===== config.mk =====
export PLATFORM = sky130hd
export DESIGN_NAME = alu_mc
export DESIGN_NICKNAME = d
export VERILOG_FILES = /design/src/rtl/alu_mc_pkg.sv /design/src/rtl/alu_mul_serial.sv /design/src/rtl/alu_mc.sv
export SDC_FILE = /design/constraint.sdc
export NUM_CORES = 1
export LEC_CHECK = 0
export CORE_MARGIN = 2
export CORE_UTILIZATION = 35
export CTS_CLUSTER_DIAMETER = 50
export DETAILED_ROUTE_END_ITERATION = 10
export PLACE_DENSITY = 0.5
export SYNTH_ARGS = -nofsm -noshare
export SYNTH_HDL_FRONTEND = slang
export SYNTH_SLANG_ARGS = --single-unit
export TNS_END_PERCENT = 50

===== constraint.sdc =====
create_clock -name Clk -period 3.4 [get_ports Clk]
set_input_delay 0.68 -clock Clk [delete_from_list [all_inputs] [get_ports Clk]]
set_output_delay 0.68 -clock Clk [all_outputs]
set_load 0.02 [all_outputs]

===== src/rtl/alu_mc_pkg.sv =====
// Shared opcode encodings, FSM state type and constants for the multi-cycle ALU.
package alu_mc_pkg;

  localparam int unsigned OpW = 4;

  // Existing encodings keep their values; MUL takes the next free slot.
  typedef enum logic [OpW-1:0] {
    OpAdd = 4'd0,
    OpSub = 4'd1,
    OpAnd = 4'd2,
    OpOr  = 4'd3,
    OpXor = 4'd4,
    OpNot = 4'd5,
    OpLsh = 4'd6,
    OpRsh = 4'd7,
    OpSlt = 4'd8,
    OpSeq = 4'd9,
    OpMul = 4'd10
  } op_mne_e;

  typedef enum logic [0:0] {
    StIdle = 1'b0,
    StMul  = 1'b1
  } alu_state_t;

  localparam int unsigned IllegalResult = 0;

  function automatic logic op_is_cmp(logic [OpW-1:0] op);
    return (op == OpSlt) || (op == OpSeq);
  endfunction

endpackage


===== src/rtl/alu_mul_serial.sv =====
// Serial shift-add multiplier: one partial product per cycle, W cycles per product.
module alu_mul_serial
  import alu_mc_pkg::*;
#(
  parameter int unsigned W = 8
) (
  input  logic           Clk,
  input  logic           Reset_n,
  input  logic           start,
  input  logic [W-1:0]   a,
  input  logic [W-1:0]   b,
  output logic           done,
  output logic [2*W-1:0] product
);

  localparam int unsigned CntW = $clog2(W + 1);

  logic            run_q, run_d;
  logic [CntW-1:0] cnt_q, cnt_d;
  logic [2*W-1:0]  mcand_q, mcand_d;
  logic [W-1:0]    mplier_q, mplier_d;
  logic [2*W-1:0]  acc_q, acc_d;
  logic [2*W-1:0]  acc_step;
  logic            last_step;

  assign acc_step  = acc_q + (mplier_q[0] ? mcand_q : '0);
  assign last_step = run_q && (cnt_q == CntW'(1));

  // The final step is exposed combinationally so the consumer can load it on the W-th edge.
  assign done    = last_step;
  assign product = acc_step;

  always_comb begin
    run_d    = run_q;
    cnt_d    = cnt_q;
    mcand_d  = mcand_q;
    mplier_d = mplier_q;
    acc_d    = acc_q;
    if (start) begin
      run_d    = 1'b1;
      cnt_d    = CntW'(W);
      mcand_d  = {{W{1'b0}}, a};
      mplier_d = b;
      acc_d    = '0;
    end else if (run_q) begin
      acc_d    = acc_step;
      mcand_d  = mcand_q << 1;
      mplier_d = mplier_q >> 1;
      cnt_d    = cnt_q - CntW'(1);
      if (last_step) begin
        run_d = 1'b0;
      end
    end
  end

  always_ff @(posedge Clk) begin
    if (!Reset_n) begin
      run_q    <= 1'b0;
      cnt_q    <= '0;
      mcand_q  <= '0;
      mplier_q <= '0;
      acc_q    <= '0;
    end else begin
      run_q    <= run_d;
      cnt_q    <= cnt_d;
      mcand_q  <= mcand_d;
      mplier_q <= mplier_d;
      acc_q    <= acc_d;
    end
  end

endmodule


===== src/rtl/alu_mc.sv =====
// Registered multi-cycle ALU with valid/ready handshakes, committed status flags and serial MUL.
module alu_mc
  import alu_mc_pkg::*;
#(
  parameter int unsigned W          = 8,
  parameter int unsigned Ops        = 4,
  parameter bit          SIGNED_CMP = 1'b0
) (
  input  logic           Clk,
  input  logic           Reset_n,
  input  logic           In_Valid,
  output logic           In_Ready,
  input  logic [W-1:0]   InputA,
  input  logic [W-1:0]   InputB,
  input  logic [Ops-1:0] OP,
  output logic           Out_Valid,
  input  logic           Out_Ready,
  output logic [W-1:0]   Out,
  output logic           Cond,
  output logic           Carry,
  output logic           Zero,
  output logic           Err,
  output logic           Busy
);

  localparam logic [W-1:0] WVal = W'(W);

  alu_state_t     state_q, state_d;
  logic [W-1:0]   out_q, out_d;
  logic           out_valid_q, out_valid_d;
  logic           cond_q, cond_d;
  logic           carry_q, carry_d;
  logic           zero_q, zero_d;
  logic           err_q, err_d;

  logic [OpW-1:0] op_lo;
  logic           op_hi_nz;
  logic [W-1:0]   alu_res;
  logic           alu_carry;
  logic           alu_legal;
  logic           alu_is_mul;
  logic           lt;
  logic           accept;
  logic           mul_start;
  logic           mul_done;
  logic [2*W-1:0] mul_product;

  // Opcodes wider than the encoding space are illegal if any upper bit is set.
  if (Ops > OpW) begin : g_op_wide
    assign op_lo    = OP[OpW-1:0];
    assign op_hi_nz = |OP[Ops-1:OpW];
  end else begin : g_op_narrow
    assign op_lo    = OpW'(OP);
    assign op_hi_nz = 1'b0;
  end

  always_comb begin
    if (SIGNED_CMP) begin
      lt = $signed(InputA) < $signed(InputB);
    end else begin
      lt = InputA < InputB;
    end
  end

  always_comb begin
    alu_res    = '0;
    alu_carry  = 1'b0;
    alu_legal  = !op_hi_nz;
    alu_is_mul = 1'b0;
    case (op_lo)
      OpAdd: {alu_carry, alu_res} = {1'b0, InputA} + {1'b0, InputB};
      OpSub: begin
        alu_res   = InputA - InputB;
        alu_carry = InputA < InputB;
      end
      OpAnd: alu_res = InputA & InputB;
      OpOr:  alu_res = InputA | InputB;
      OpXor: alu_res = InputA ^ InputB;
      OpNot: alu_res = ~InputA;
      OpLsh: alu_res = (InputB >= WVal) ? '0 : (InputA << InputB);
      OpRsh: alu_res = (InputB >= WVal) ? '0 : (InputA >> InputB);
      OpSlt: alu_res = {{(W-1){1'b0}}, lt};
      OpSeq: alu_res = {{(W-1){1'b0}}, (InputA == InputB)};
      OpMul: alu_is_mul = 1'b1;
      default: alu_legal = 1'b0;
    endcase
    if (!alu_legal) begin
      alu_res    = W'(IllegalResult);
      alu_carry  = 1'b0;
      alu_is_mul = 1'b0;
    end
  end

  assign In_Ready  = (state_q == StIdle) && (!out_valid_q || Out_Ready);
  assign accept    = In_Valid && In_Ready;
  assign mul_start = accept && alu_is_mul;

  alu_mul_serial #(
    .W (W)
  ) u_mul (
    .Clk     (Clk),
    .Reset_n (Reset_n),
    .start   (mul_start),
    .a       (InputA),
    .b       (InputB),
    .done    (mul_done),
    .product (mul_product)
  );

  always_comb begin
    state_d     = state_q;
    out_d       = out_q;
    out_valid_d = out_valid_q;
    cond_d      = cond_q;
    carry_d     = carry_q;
    zero_d      = zero_q;
    err_d       = err_q;

    if (out_valid_q && Out_Ready) begin
      out_valid_d = 1'b0;
    end

    // A commit on the same edge as a retirement overrides the drop of Out_Valid.
    if (accept && !alu_is_mul) begin
      out_d       = alu_res;
      out_valid_d = 1'b1;
      carry_d     = alu_carry;
      zero_d      = (alu_res == '0);
      err_d       = !alu_legal;
      if (alu_legal && op_is_cmp(op_lo)) begin
        cond_d = alu_res[0];
      end
    end

    if (mul_start) begin
      state_d = StMul;
    end

    if ((state_q == StMul) && mul_done) begin
      state_d     = StIdle;
      out_d       = mul_product[W-1:0];
      out_valid_d = 1'b1;
      carry_d     = |mul_product[2*W-1:W];
      zero_d      = (mul_product[W-1:0] == '0);
      err_d       = 1'b0;
    end
  end

  always_ff @(posedge Clk) begin
    if (!Reset_n) begin
      state_q     <= StIdle;
      out_q       <= '0;
      out_valid_q <= 1'b0;
      cond_q      <= 1'b0;
      carry_q     <= 1'b0;
      zero_q      <= 1'b0;
      err_q       <= 1'b0;
    end else begin
      state_q     <= state_d;
      out_q       <= out_d;
      out_valid_q <= out_valid_d;
      cond_q      <= cond_d;
      carry_q     <= carry_d;
      zero_q      <= zero_d;
      err_q       <= err_d;
    end
  end

  assign Out       = out_q;
  assign Out_Valid = out_valid_q;
  assign Cond      = cond_q;
  assign Carry     = carry_q;
  assign Zero      = zero_q;
  assign Err       = err_q;
  assign Busy      = (state_q == StMul);

endmodule


==> impl_metrics.csv <==
group,metric,value,unit
run_status,outcome,"completed",
critical_path,crit_required,3600,ps
critical_path,startpoint_type,"input pin",
placed_design,portBuffers,38,
pwr,power,2.033,mW
placed_design,dpl.cell_count,866,
yosys,ys_top_cells_by_area,"dfxtp_1, ha_1, mux2i_1",
die,coreArea,0.01442,sq mm
clocking,cts_resized,0,
yosys,netlist_area,0.005112,sq mm
pwr,vdd_ir_drop_max,240.6,uV
route,drtIter0Drc,289,
pwr,leakage,2.706,nW
global_route,grt-ovfl-total,0,
timing,min_period_over_period,93.97,%
yosys,yosysTopAreaCellShare,23.10,%
clocking,clockRootBuffer,"clkbuf_16",
worst_hold_path,hold_end,"Out[2]",
critical_path,arrival,3400,ps
critical_path,r2r_setup_slack,520,ps
layout,nets,761,
critical_path,cp_max_fo,4,
layout,areaGrowthSynthToFinish,22.42,%
timing,finalSetupViolCount,0,
route,wl_per_cell,17.69,um
timing,rsz0062_at_grt,"no",
timing,report.final.slew_viol_count,0,
placed_design,dpl-instance-area,0.005977,sq mm
die,die_h,124.9,um
die,io_pins,39,
yosys,async_flop_share,0,%
layout,drive_gt1_share,13.61,%
global_route,grt_pass1_vias,4736,
placed_design,place_hpwl,12430,um
yosys,seq_area_frac_synth,23.10,%
placed_design,gp_congestion,0.9621,
timing,setup_tns,0,ps
timing,whs,460.0,ps
yosys,ys_types,77,
clocking,cts.clk_slew.worst_paths,60,ps
layout,mostFrequentLayoutCells,"nor2_1, dfxtp_1, buf_4, nand2_1, mux2i_1",
clocking,clkSinkCount,59,
clocking,htree_num_levels,3,
yosys,synth_area_leader_cell,"dfxtp_1",
route,antenna_left,0,
yosys,avgSynthCellArea,8.206,sq um
worst_hold_path,min_path_type,"flip-flop to flip-flop",
yosys,synth_edf_count,0,
die,start_util,35.44,%
critical_path,crit_type,"input pin to flip-flop",
die,die-width,124.9,um
route,viasPerCell,5.528,
timing,relSlewSlack,55.51,%
critical_path,r2r_cells,12,
clocking,cts_tree,"done",
yosys,ys_ff_latch,59,
global_route,grt_use_total,19.96,%
clocking,numCtsBuffers,9,
timing,finalHoldViolCount,0,
pwr,power_density,324.9,mW/mm^2
critical_path,r2r-end,"Carry",
layout,final_area,0.006259,sq mm
job,maxCapViolations,0,
yosys,syn-num-nets,691,
timing,skew,9.613,ps
layout,mostFrequentLayoutCell,"nor2_1",
yosys,yosys_warnings,0,
timing,worst_pin_slew,667.3,ps
worst_hold_path,whs_path_depth,2,
route,dr.pass1.iters,5,
die,placementRows,44,
layout,n_antenna_cell,0,
timing,fmax,313.0,MHz
critical_path,crit_path_end_kind,"flip-flop",
layout,stdcell_count,882,
critical_path,timing.rr.start,"u_mul.mplier_q[0]",
route,wl,15610,um
global_route,grt_pass1_wl,25220,um
global_route,antenna_found_initial,0,
timing,layout_min_cycle_time,3195,ps
clocking,post_cts_buffers,0,
yosys,synthCells,623,
route,drc,0,
clocking,clk_path_buf_depth,2,
worst_hold_path,holdCritStartpoint,"Out[2]",
global_route,grt_max_degree,44,
clocking,clk_latency,330,ps
route,via_count,4876,
yosys,synthFlopType,"dfxtp_1",
clocking,postCtsHoldBufs,0,
die,die_area,0.01559,sq mm
[state kept, by name (all words and copies together), names as in the netlist]
register and cells:
u_mul.acc_q 16, u_mul.cnt_q 4, Carry 1, Out 8, Cond 1, Out_Valid 1, u_mul.mcand_q 16, u_mul.run_q 1
Busy 1, u_mul.mplier_q 8, Err 1, Zero 1
[final cells by class]
class	count	area, sq um
Sequential cell	59	1182
Timing Repair Buffer	95	808.3
Multi-Input combinational cell	496	3636
Fill cell	1478	8165
Clock inverter	4	25.02
Tap cell	184	230.2
Inverter	32	120.1
Clock buffer	12	256.5
[routing by layer]
metal / GRT usage, % / vias up / share of wire [%]
met4: 5.098 / 0 / 1.9
li1: - / 2406 / -
met2: 32.02 / 108 / 45
met1: 27.48 / 2344 / 48
met3: 3.995 / 18 / 4.4
met5: 0 / - / 0
[cell usage after synthesis, drive strengths merged, types with 7 or more instances]
master and number:
nor2 63, dfxtp 59, nand2 52, mux2i 43, ha 41, a21oi 32
inv 30, nor3 20, and2 19, buf 19, o21ai 19, clkbuf 17
nor2b 17, o211a 16, xnor2 12, nand2b 11, nand3 10, a211oi 9
xor2 8, a21o 7, and3 7
[worst max-delay path by stage]
stage	start	to	slack [ps]	depth (start not counted)
3_3_place_gp	InputA[0]	Zero	10	10
5_1_grt	InputA[0]	Out[6]	50	10
3_5_place_dp	InputA[0]	Out[6]	-60	10
4_1_cts	InputA[0]	Out[6]	280	10
2_1_floorplan	InputB[1]	Zero	390	11
6_report	InputA[0]	Out[6]	210	10
[cells by family (layout without fill, tap and decap cells)]
kind of cell,Yosys count,after routing,share of synthesized area [%]
and+or+nand+nor,226,226,22.76
AOI/OAI and AO/OA,160,160,23.91
buffers and inverters,68,143,5.776
DFF,59,59,23.10
muxes,46,46,9.814
adders and majority gates,44,44,11.21
xor gates and xnor gates,20,20,3.426
[metrics by stage]
stage          utilization, %  setup slack, ps
3_3_place_gp            41.44            11.12
6_report                43.39            205.0
3_5_place_dp            41.44           -62.49
5_1_grt                 43.39            45.66
4_1_cts                 43.39            280.5
2_1_floorplan               -            388.7
[worst max-delay path, stage by stage]
cell	delay, ps
clkdlybuf4s50_1	500
ha_1	270
fa_1	400
a21o_1	180
a21oi_1	250
o21ai_0	210
a221oi_1	330
o21ai_0	150
a222oi_1	350
nor2b_1	80
[power breakdown]
| group | total, mW | internal (mW) | switching, mW |
|---|---|---|---|
| logic | 0.469 | 0.210 | 0.260 |
| clock network | 0.846 | 0.530 | 0.316 |
| registers | 0.718 | 0.708 | 0.0105 |
No activity file was read; power rests on OpenSTA's default activity.
